--- src/rtl/data_access_fsm.sv ---
// data_access_fsm: data-bus side of a memory operand access.
// Sequences READ, WRITE, RMW (with dummy write-back) and NOP.
module data_access_fsm (
    input  logic        i_clk,
    input  logic        i_rst_n,
    input  logic        i_start,
    input  logic [1:0]  i_op,
    input  logic [15:0] i_eff_addr,
    input  logic [7:0]  i_wdata,
    input  logic [7:0]  i_data,
    input  logic [7:0]  i_mdata,
    output logic [15:0] o_addr,
    output logic [7:0]  o_data,
    output logic        o_we,
    output logic [7:0]  o_rdata,
    output logic        o_modify,
    output logic        o_busy,
    output logic        o_done
);

    localparam logic [1:0] OP_READ  = 2'd0;
    localparam logic [1:0] OP_WRITE = 2'd1;
    localparam logic [1:0] OP_RMW   = 2'd2;
    localparam logic [1:0] OP_NOP   = 2'd3;

    localparam logic [1:0] S_IDLE = 2'd0;
    localparam logic [1:0] S_RD   = 2'd1;
    localparam logic [1:0] S_DW   = 2'd2;
    localparam logic [1:0] S_WR   = 2'd3;

    logic [1:0]  state_q, state_d;
    logic [1:0]  op_q, op_d;
    logic [15:0] addr_q, addr_d;
    logic [7:0]  wdata_q, wdata_d;
    logic [7:0]  rdata_q, rdata_d;
    logic        done_q, done_d;

    // Next-state and register update decode.
    always_comb begin
        state_d = state_q;
        op_d    = op_q;
        addr_d  = addr_q;
        wdata_d = wdata_q;
        rdata_d = rdata_q;
        done_d  = 1'b0;
        unique case (state_q)
            S_IDLE: begin
                if (i_start) begin
                    op_d   = i_op;
                    addr_d = i_eff_addr;
                    if (i_op == OP_WRITE) begin
                        wdata_d = i_wdata;
                    end
                    unique case (i_op)
                        OP_READ:  state_d = S_RD;
                        OP_RMW:   state_d = S_RD;
                        OP_WRITE: state_d = S_WR;
                        OP_NOP: begin
                            state_d = S_IDLE;
                            done_d  = 1'b1;
                        end
                    endcase
                end
            end
            S_RD: begin
                rdata_d = i_data;
                if (op_q == OP_RMW) begin
                    state_d = S_DW;
                end else begin
                    state_d = S_IDLE;
                    done_d  = 1'b1;
                end
            end
            S_DW: begin
                wdata_d = i_mdata;
                state_d = S_WR;
            end
            S_WR: begin
                state_d = S_IDLE;
                done_d  = 1'b1;
            end
        endcase
    end

    // State and operand registers; reset abandons any operation.
    always_ff @(posedge i_clk or negedge i_rst_n) begin
        if (!i_rst_n) begin
            state_q <= S_IDLE;
            op_q    <= OP_READ;
            addr_q  <= 16'h0000;
            wdata_q <= 8'h00;
            rdata_q <= 8'h00;
            done_q  <= 1'b0;
        end else begin
            state_q <= state_d;
            op_q    <= op_d;
            addr_q  <= addr_d;
            wdata_q <= wdata_d;
            rdata_q <= rdata_d;
            done_q  <= done_d;
        end
    end

    // Bus outputs decoded from state; the dummy write returns the original value.
    always_comb begin
        o_addr   = addr_q;
        o_we     = (state_q == S_DW) || (state_q == S_WR);
        o_data   = (state_q == S_DW) ? rdata_q : wdata_q;
        o_modify = (state_q == S_DW);
        o_busy   = (state_q != S_IDLE);
        o_rdata  = rdata_q;
        o_done   = done_q;
    end

endmodule

--- config.mk ---
export PLATFORM = sky130hd
export DESIGN_NAME = data_access_fsm
export DESIGN_NICKNAME = d
export VERILOG_FILES = /design/src/rtl/data_access_fsm.sv
export SDC_FILE = /design/constraint.sdc
export NUM_CORES = 1
export LEC_CHECK = 0
export CAP_MARGIN = 20
export CELL_PAD_IN_SITES_DETAIL_PLACEMENT = 1
export CELL_PAD_IN_SITES_GLOBAL_PLACEMENT = 1
export CORE_MARGIN = 2
export CORE_UTILIZATION = 33
export DETAILED_ROUTE_END_ITERATION = 8
export PLACE_DENSITY = 0.89
export SKIP_LAST_GASP = 1
export SLEW_MARGIN = 20
export SYNTH_ARGS = -nofsm -noshare
export SYNTH_HDL_FRONTEND = slang
export SYNTH_SLANG_ARGS = --single-unit
--- constraint.sdc ---
create_clock -name i_clk -period 2.25 [get_ports i_clk]
set_input_delay 0.3375 -clock i_clk [delete_from_list [all_inputs] [get_ports i_clk]]
set_output_delay 0.3375 -clock i_clk [all_outputs]
set_load 0.02 [all_outputs]
# == Word level (Yosys, flattened, before mapping) ==
# Cells that the tools add are included.
# word_totals
word_cells,35
reg_bits,37
input_bits,45
output_inout_bits,36
# op_classes
reduce_logical,8
muxes,12
n_eq_ne,9
# ops
op,count
$mux 8,3
$pmux 8 s2,1
$eq 2x2->1 const B,5
$pmux 2 s4,1
$pmux 2 s3,1
$eq 2x1->1 const B,2
$logic_not 2->1,2
$mux 2,2
$ne 2x2->1 const B,2
$reduce_bool 2->1,2
$mux 1,3
$pmux 1 s3,1
$reduce_and 3->1,1
$reduce_and 2->1,1
$reduce_or 2->1,1
$logic_or 1x1->1,1

# == Longest topological paths before layout ==
# Gate-level depths: netlist of the first run.
# logic_depth
depth_word,5
ltp_mapped,5
mapped_depth_nobuf,3

# == Worst setup path after synthesis of the first run ==
# OpenSTA, ideal clock, no wires.
# synth_path
kind,register to output
start,register state_q[0]
end,output port o_data[0]
n_path_buf,2
arrival_time_ns,1.278
slack_ns,0.635
t_required_ns,1.913
path_stages_with_launch,5
cell_sequence,dfrtp_1 > nor2b_1 > buf_6 > buf_4 > mux2_2
# synth_between
elab_chain_cells,2
# synth_lines
item,line_no,rtl
"start, declared",31,"logic [1:0] state_q, state_d;"
"start signal, assigned",95,state_q <= state_d;
$eq 2x2->1,n/a,
via o_modify,16,"output logic o_modify,"
$mux 8,108,o_data = (state_q == S_DW) ? rdata_q : wdata_q;
"end, declared",13,"output logic [7:0] o_data,"
# The timed path passes the listed nets, and every way through them passes these cells.

# == Worst setup path in the final report of the first run ==
# layout_path
start,register state_q[0]
end,output port o_data[6]
# layout_between
elab_chain_cells,2
# layout_lines
item,line_no
$eq 2x2->1,108
$mux 8,108
# No other way between the ends.

==> flow_summary.ini, run 1 <==
[final_layout]
multi_input_area_sq_um = 674
layout_commonest_cell = clkdlybuf4s50_1
fillers = 482
drive_above_1_share = 0.288
regArea_sq_um = 926
final_cell_mix = clkdlybuf4s50_1 (71), dfrtp_1 (37), mux2_2 (33), mux2_1 (9)
final_nets = 235
area_delta_synth_final_pct = 57.4
diodes = 0

[floorplanning]
initial_core_util = 0.346
dieHeight_um = 74.8
fp.coreArea_sq_um = 4790
ios = 81
placementRows = 25
dieArea_sq_um = 5600
die_w_um = 74.8

[worst_setup_path]
crit_required_ns = 1.91
critPathMaxStageDelay_ns = 0.45
slowest_stage = dfrtp_1
rrSetupSlack_ns = 0.46
cp_cell_sequence = nor2b_2, buf_12, mux2_2, dlygate4sd2_1
crit_arrival_ns = 1.78
crit_type = flop to output pin
worstSetupStartpointType = flop
end_kind = output pin
r2r-start = state_q[0]$_DFFE_PN0P_
r2r_end = wdata_q[4]$_DFFE_PN0P_
worst-path-max-fanout = 19
r2r_cells = 4

[power]
vdd_drop_max_v = 0.000590
cellPowerDensity_nw_per_um2 = 1480
p_clk_frac = 0.116
intPower_mw = 2.43
p_switching_mw = 1.42
seqPwrFrac = 0.319
swShare = 0.368
pwr-share-comb = 0.564
leakage_nw = 1.09

[clock_network]
cts_tree = done
holdBufCountCts = 0
cts_made_buffers = 5
cts_sinks = 37
htree_levels = 2
clock_latency_ns = 0.29
root_buffer = clkbuf_8
clk_pin_slew_ns = 0.08
clk_path_buf_depth = 2
post_cts_buffers = 0

[timing]
fin_crit_ns = 2.12
rsz0062_at_grt = no
fin_skew_ns = 0.00877
worstMarginPinSlew_ns = 0.817
worst_slack_ns = 0.130
setup_tns_ns = 0
fmax_ghz = 0.472
setup_viol_count_final = 0
finalMaxSlewViolations = 0
slew_headroom = 0.455
fin_crit_sh = 0.942
hold_viol_final = 0

[grt]
grt_max_degree = 38
grt_pass1_vias = 1311
grt_pass1_wl_mm = 6.51
antenna_found_initial = 0
gr-usage-all-layers = 0.159
overflow = 0

[place]
dp_hpwl_mm = 3.21
place.gp.congestion = 0.760
port_buffers = 80
place_ws_ns = 0.144

[synthesis]
syn_inst = 107
synth_cell_type_count = 16
postSynthAreaPerCell_sq_um = 15.5
netlist_area_sq_um = 1650
syn-num-nets = 152
synth-seq-cells = 37
ys_seq_area_frac = 0.560
synth_warnings = 0

[detailed_routing]
drt_pass1_iterations = 3
wirelength_mm = 4.19
drtIter0Drc = 40
drt_drc_violations_left = 0
vias = 1163
ant_nets = 0
viasPerCell = 4.51
wl_per_cell_um = 16.2

[run_status]
outcome = complete, no violations

[job]
max_cap_violations = 0

[worst_hold_path]
hold_class = input pin to async pin
sequential cells by signal, summed over array words and instances, names as in the netlist:
signal and cells:
o_rdata 8, o_done 1, state_q 2, o_addr 16, op_q 2, wdata_q 8
final cells by class:
| class | count | share of cell area |
|---|---|---|
| multi-input cells | 62 | 0.259 |
| flip-flops and latches | 37 | 0.356 |
| well taps | 67 | 0.0322 |
| clock buffers | 6 | 0.0279 |
| clock inverters | 2 | 0.00384 |
| inverters | 1 | 0.00144 |
| repair buffers | 83 | 0.320 |
critical path: cells and delay by family (launching register included):
family	cells	cell delay [ns]
buffers and inverters	2	0.51
flip-flops	1	0.45
multiplexers	1	0.34
AND/OR/NAND/NOR	1	0.19
synth_stat cells, drive strengths merged:
cell	instances	area [sq um]
buf	6	51.3
a31o	2	17.5
clkbuf	1	3.75
inv	1	3.75
nor2b	4	25.0
a21o	1	7.51
a31oi	2	12.5
mux2	50	593
dfrtp	37	926
or2	1	6.26
nor2	1	3.75
nand2	1	3.75
layer usage:
layer	vias up	track usage	wire length (um)
met5	-	0	0
met4	0	0.0913	107
met3	9	0.0241	221
met2	44	0.263	2190
met1	567	0.198	1670
li1	543	-	-
metrics by stage:
stage	hold WS, ns	cell area (sq um)	cells	util	power (mW)
finish	0.140	2600	258	0.544	3.85
global route	0.204	2600	258	0.544	4.08
CTS	0.161	2600	258	0.544	3.91
detailed placement	0.479	2530	250	0.528	3.51
global placement	0.465	2530	250	0.528	3.42
floorplan	0.0419	1650	107	-	2.50
cells by family after synthesis:
kind of cell / count (synthesis) / share of synthesized area
mux: 50 / 0.359
buf+inv: 8 / 0.0355
compound gates: 5 / 0.0227
simple gates: 7 / 0.0234
flops: 37 / 0.560
power groups by stage:
stage | sequential [mW] | clock, mW | combinational [mW]
3_5_place_dp | 1.24 | 0 | 2.28
4_1_cts | 1.24 | 0.470 | 2.21
3_3_place_gp | 1.20 | 0 | 2.22
5_1_grt | 1.29 | 0.494 | 2.29
2_1_floorplan | 1.47 | 0 | 1.03
6_report | 1.23 | 0.448 | 2.17
how the worst max path moves through the flow:
stage / from / endpoint / slack [ns] / cells after the start
3_3_place_gp: state_q[0]$_DFFE_PN0P_ / o_data[6] / 0.24 / 4
4_1_cts: state_q[0]$_DFFE_PN0P_ / o_data[6] / 0.1 / 4
6_report: state_q[0]$_DFFE_PN0P_ / o_data[6] / 0.13 / 4
5_1_grt: state_q[0]$_DFFE_PN0P_ / o_data[6] / 0.04 / 4
3_5_place_dp: state_q[0]$_DFFE_PN0P_ / o_data[6] / 0.14 / 4
2_1_floorplan: state_q[0]$_DFFE_PN0P_ / o_data[0] / 0.63 / 4
repair_timing:
item,in CTS,in global routing
hold endpoints to repair,0,0
gates resized for setup,9,0
endpoints found under the setup margin,8,0
Note: power is estimated with default switching activity, not from simulation.
==> run 2, diff against run 1 <==
--- a/config.mk
+++ b/config.mk
@@ -11,6 +11,7 @@
 export CORE_MARGIN = 2
 export CORE_UTILIZATION = 33
 export DETAILED_ROUTE_END_ITERATION = 8
+export GPL_TIMING_DRIVEN = 0
 export PLACE_DENSITY = 0.89
 export SKIP_LAST_GASP = 1
 export SLEW_MARGIN = 20
==> run 2 against run 1 <==
- cell count is 1.9% higher
- wire length is 2.6% higher
- cell area is 1.3% higher
- fmax is 0.70% lower
- core utilization is 0.73 points higher
- register-to-register slack better by 0.15 ns
- setup slack worse by 0.015 ns
- power is 0.16% higher
- sequential cell count stayed put
- clock power hardly changed
- sequential share of layout area is 0.47 points lower
==> flow_summary.ini, run 2 (synthesized netlist as in run 1, its figures left out) <==
[grt]
antenna_found_initial = 0
grt.busiest_layer = met2
grtUsageMet1 = 0.178
grt_max_degree = 22
grt_pass1_wl_mm = 6.61
grt_pass1_vias = 1343
use_met2 = 0.299
gr-usage-all-layers = 0.160
overflow = 0
grt_use_met3 = 0.0281

[final_layout]
drive_above_1_share = 0.291
area_delta_synth_final_pct = 59.5
stdcell_area_sq_um = 2640
layout_commonest_cell = clkdlybuf4s50_1
final_nets = 240
diodes = 0
fillers = 492
final_cell_mix = clkdlybuf4s50_1 (71), dfrtp_1 (37), mux2_2 (33), mux2_1 (9)
regArea_sq_um = 926
largest_reg_flops = 16
multi_input_area_sq_um = 672
final_util = 0.551

[place]
place_area_sq_um = 2560
dp_hpwl_mm = 3.44
port_buffers = 80
place.gp.congestion = 0.708
place_ws_ns = 0.00927

[worst_setup_path]
r2r-start = state_q[1]$_DFFE_PN0P_
crit_arrival_ns = 1.80
r2r_end = o_addr[9]$_DFFE_PN0P_
crit_type = flop to output pin
worstSetupStartpointType = flop
r2r_cells = 5
end_kind = output pin
cp_cell_sequence = nor2b_2, buf_6, mux2_2, dlygate4sd2_1
crit_required_ns = 1.91
slowest_stage = dfrtp_1
worst-path-max-fanout = 19
startpoint = state_q[1]$_DFFE_PN0P_
rrSetupSlack_ns = 0.61
cp-endpoint = o_data[2]
critPathMaxStageDelay_ns = 0.41

[clock_network]
post_cts_buffers = 0
htree_levels = 2
clk_pin_slew_ns = 0.08
cts_made_buffers = 5
clock_latency_ns = 0.29
root_buffer = clkbuf_8
clk_path_buf_depth = 2
cts_sinks = 37
cts_tree = done

[floorplanning]
dieHeight_um = 74.8
initial_core_util = 0.346
die_w_um = 74.8
placementRows = 25
ios = 81
dieArea_sq_um = 5600
fp.coreArea_sq_um = 4790

[timing]
finalMaxSlewViolations = 0
worst_slack_ns = 0.115
fin_crit_sh = 0.949
worstMarginPinSlew_ns = 0.434
setup_viol_count_final = 0
setup_tns_ns = 0
hold_viol_final = 0
rsz0062_at_grt = no
fin_crit_ns = 2.14
fmax_ghz = 0.468
whs_ns = 0.489
slew_headroom = 0.711
fin_skew_ns = 0.0100

[detailed_routing]
vias = 1233
wl_per_cell_um = 16.4
drt_pass1_iterations = 4
drt_drc_violations_left = 0
drtIter0Drc = 50
wirelength_mm = 4.30
viasPerCell = 4.69
ant_nets = 0

[power]
vdd_drop_max_v = 0.000584
cellPowerDensity_nw_per_um2 = 1460
leakage_nw = 1.11

[job]
max_cap_violations = 0

[worst_hold_path]
hold_class = flop to flop

[run_status]
outcome = complete, no violations
run 2: how the worst min path moves through the flow:
stage / startpoint / to / cells after the start
detailed placement: i_rst_n / wdata_q[7]$_DFFE_PN0P_ / 1
finish: o_addr[7]$_DFFE_PN0P_ / o_addr[7]$_DFFE_PN0P_ / 1
global route: o_addr[7]$_DFFE_PN0P_ / o_addr[7]$_DFFE_PN0P_ / 1
floorplan: i_rst_n / o_addr[0]$_DFFE_PN0P_ / 0
global placement: o_addr[7]$_DFFE_PN0P_ / o_addr[7]$_DFFE_PN0P_ / 1
CTS: o_addr[7]$_DFFE_PN0P_ / o_addr[7]$_DFFE_PN0P_ / 1
run 2: power by group:
part / total, mW / internal, mW / switching [mW] / leakage [nW]
logic: 2.18 / 1.20 / 0.981 / 0.630
registers: 1.22 / 1.01 / 0.213 / 0.437
clock network: 0.447 / 0.215 / 0.232 / 0.0450
total: 3.85 / 2.43 / 1.43 / 1.11
run 2: final cells by class:
type / instances / area share
buffer: 6 / 0.0180
timing repair buffer: 82 / 0.312
tap: 67 / 0.0318
multi-input combinational: 62 / 0.255
clock buffer: 6 / 0.0275
clock inverter: 2 / 0.00379
sequential: 37 / 0.351
inverter: 1 / 0.00142
run 2: what timing repair did:
item                                    4_1_cts  5_1_grt
gates resized for setup                       9        0
endpoints found under the setup margin        9        0
hold buffers                                  1        0
endpoints found under the hold margin        16        0
run 2: metal layers:
metal	part of all wire	wire length (um)	up-vias
li1	-	-	557
met1	0.36	1570	625
met2	0.57	2450	43
met3	0.047	202	8
met4	0.019	80	0
met5	0	0	-
run 2: critical path: cells and delay by family, from the launching register on:
kind / cells / cell delay, ns
buffers and inverters: 2 / 0.54
flip-flops: 1 / 0.41
multiplexers: 1 / 0.36
AND/OR/NAND/NOR: 1 / 0.19
run 2: stage by stage:
| stage | total power, mW | std cells |
|---|---|---|
| after floorplan | 2.50 | 107 |
| after global placement | 3.44 | 254 |
| after detailed placement | 3.53 | 255 |
| after CTS | 3.91 | 263 |
| after global routing | 4.07 | 263 |
| final | 3.85 | 263 |
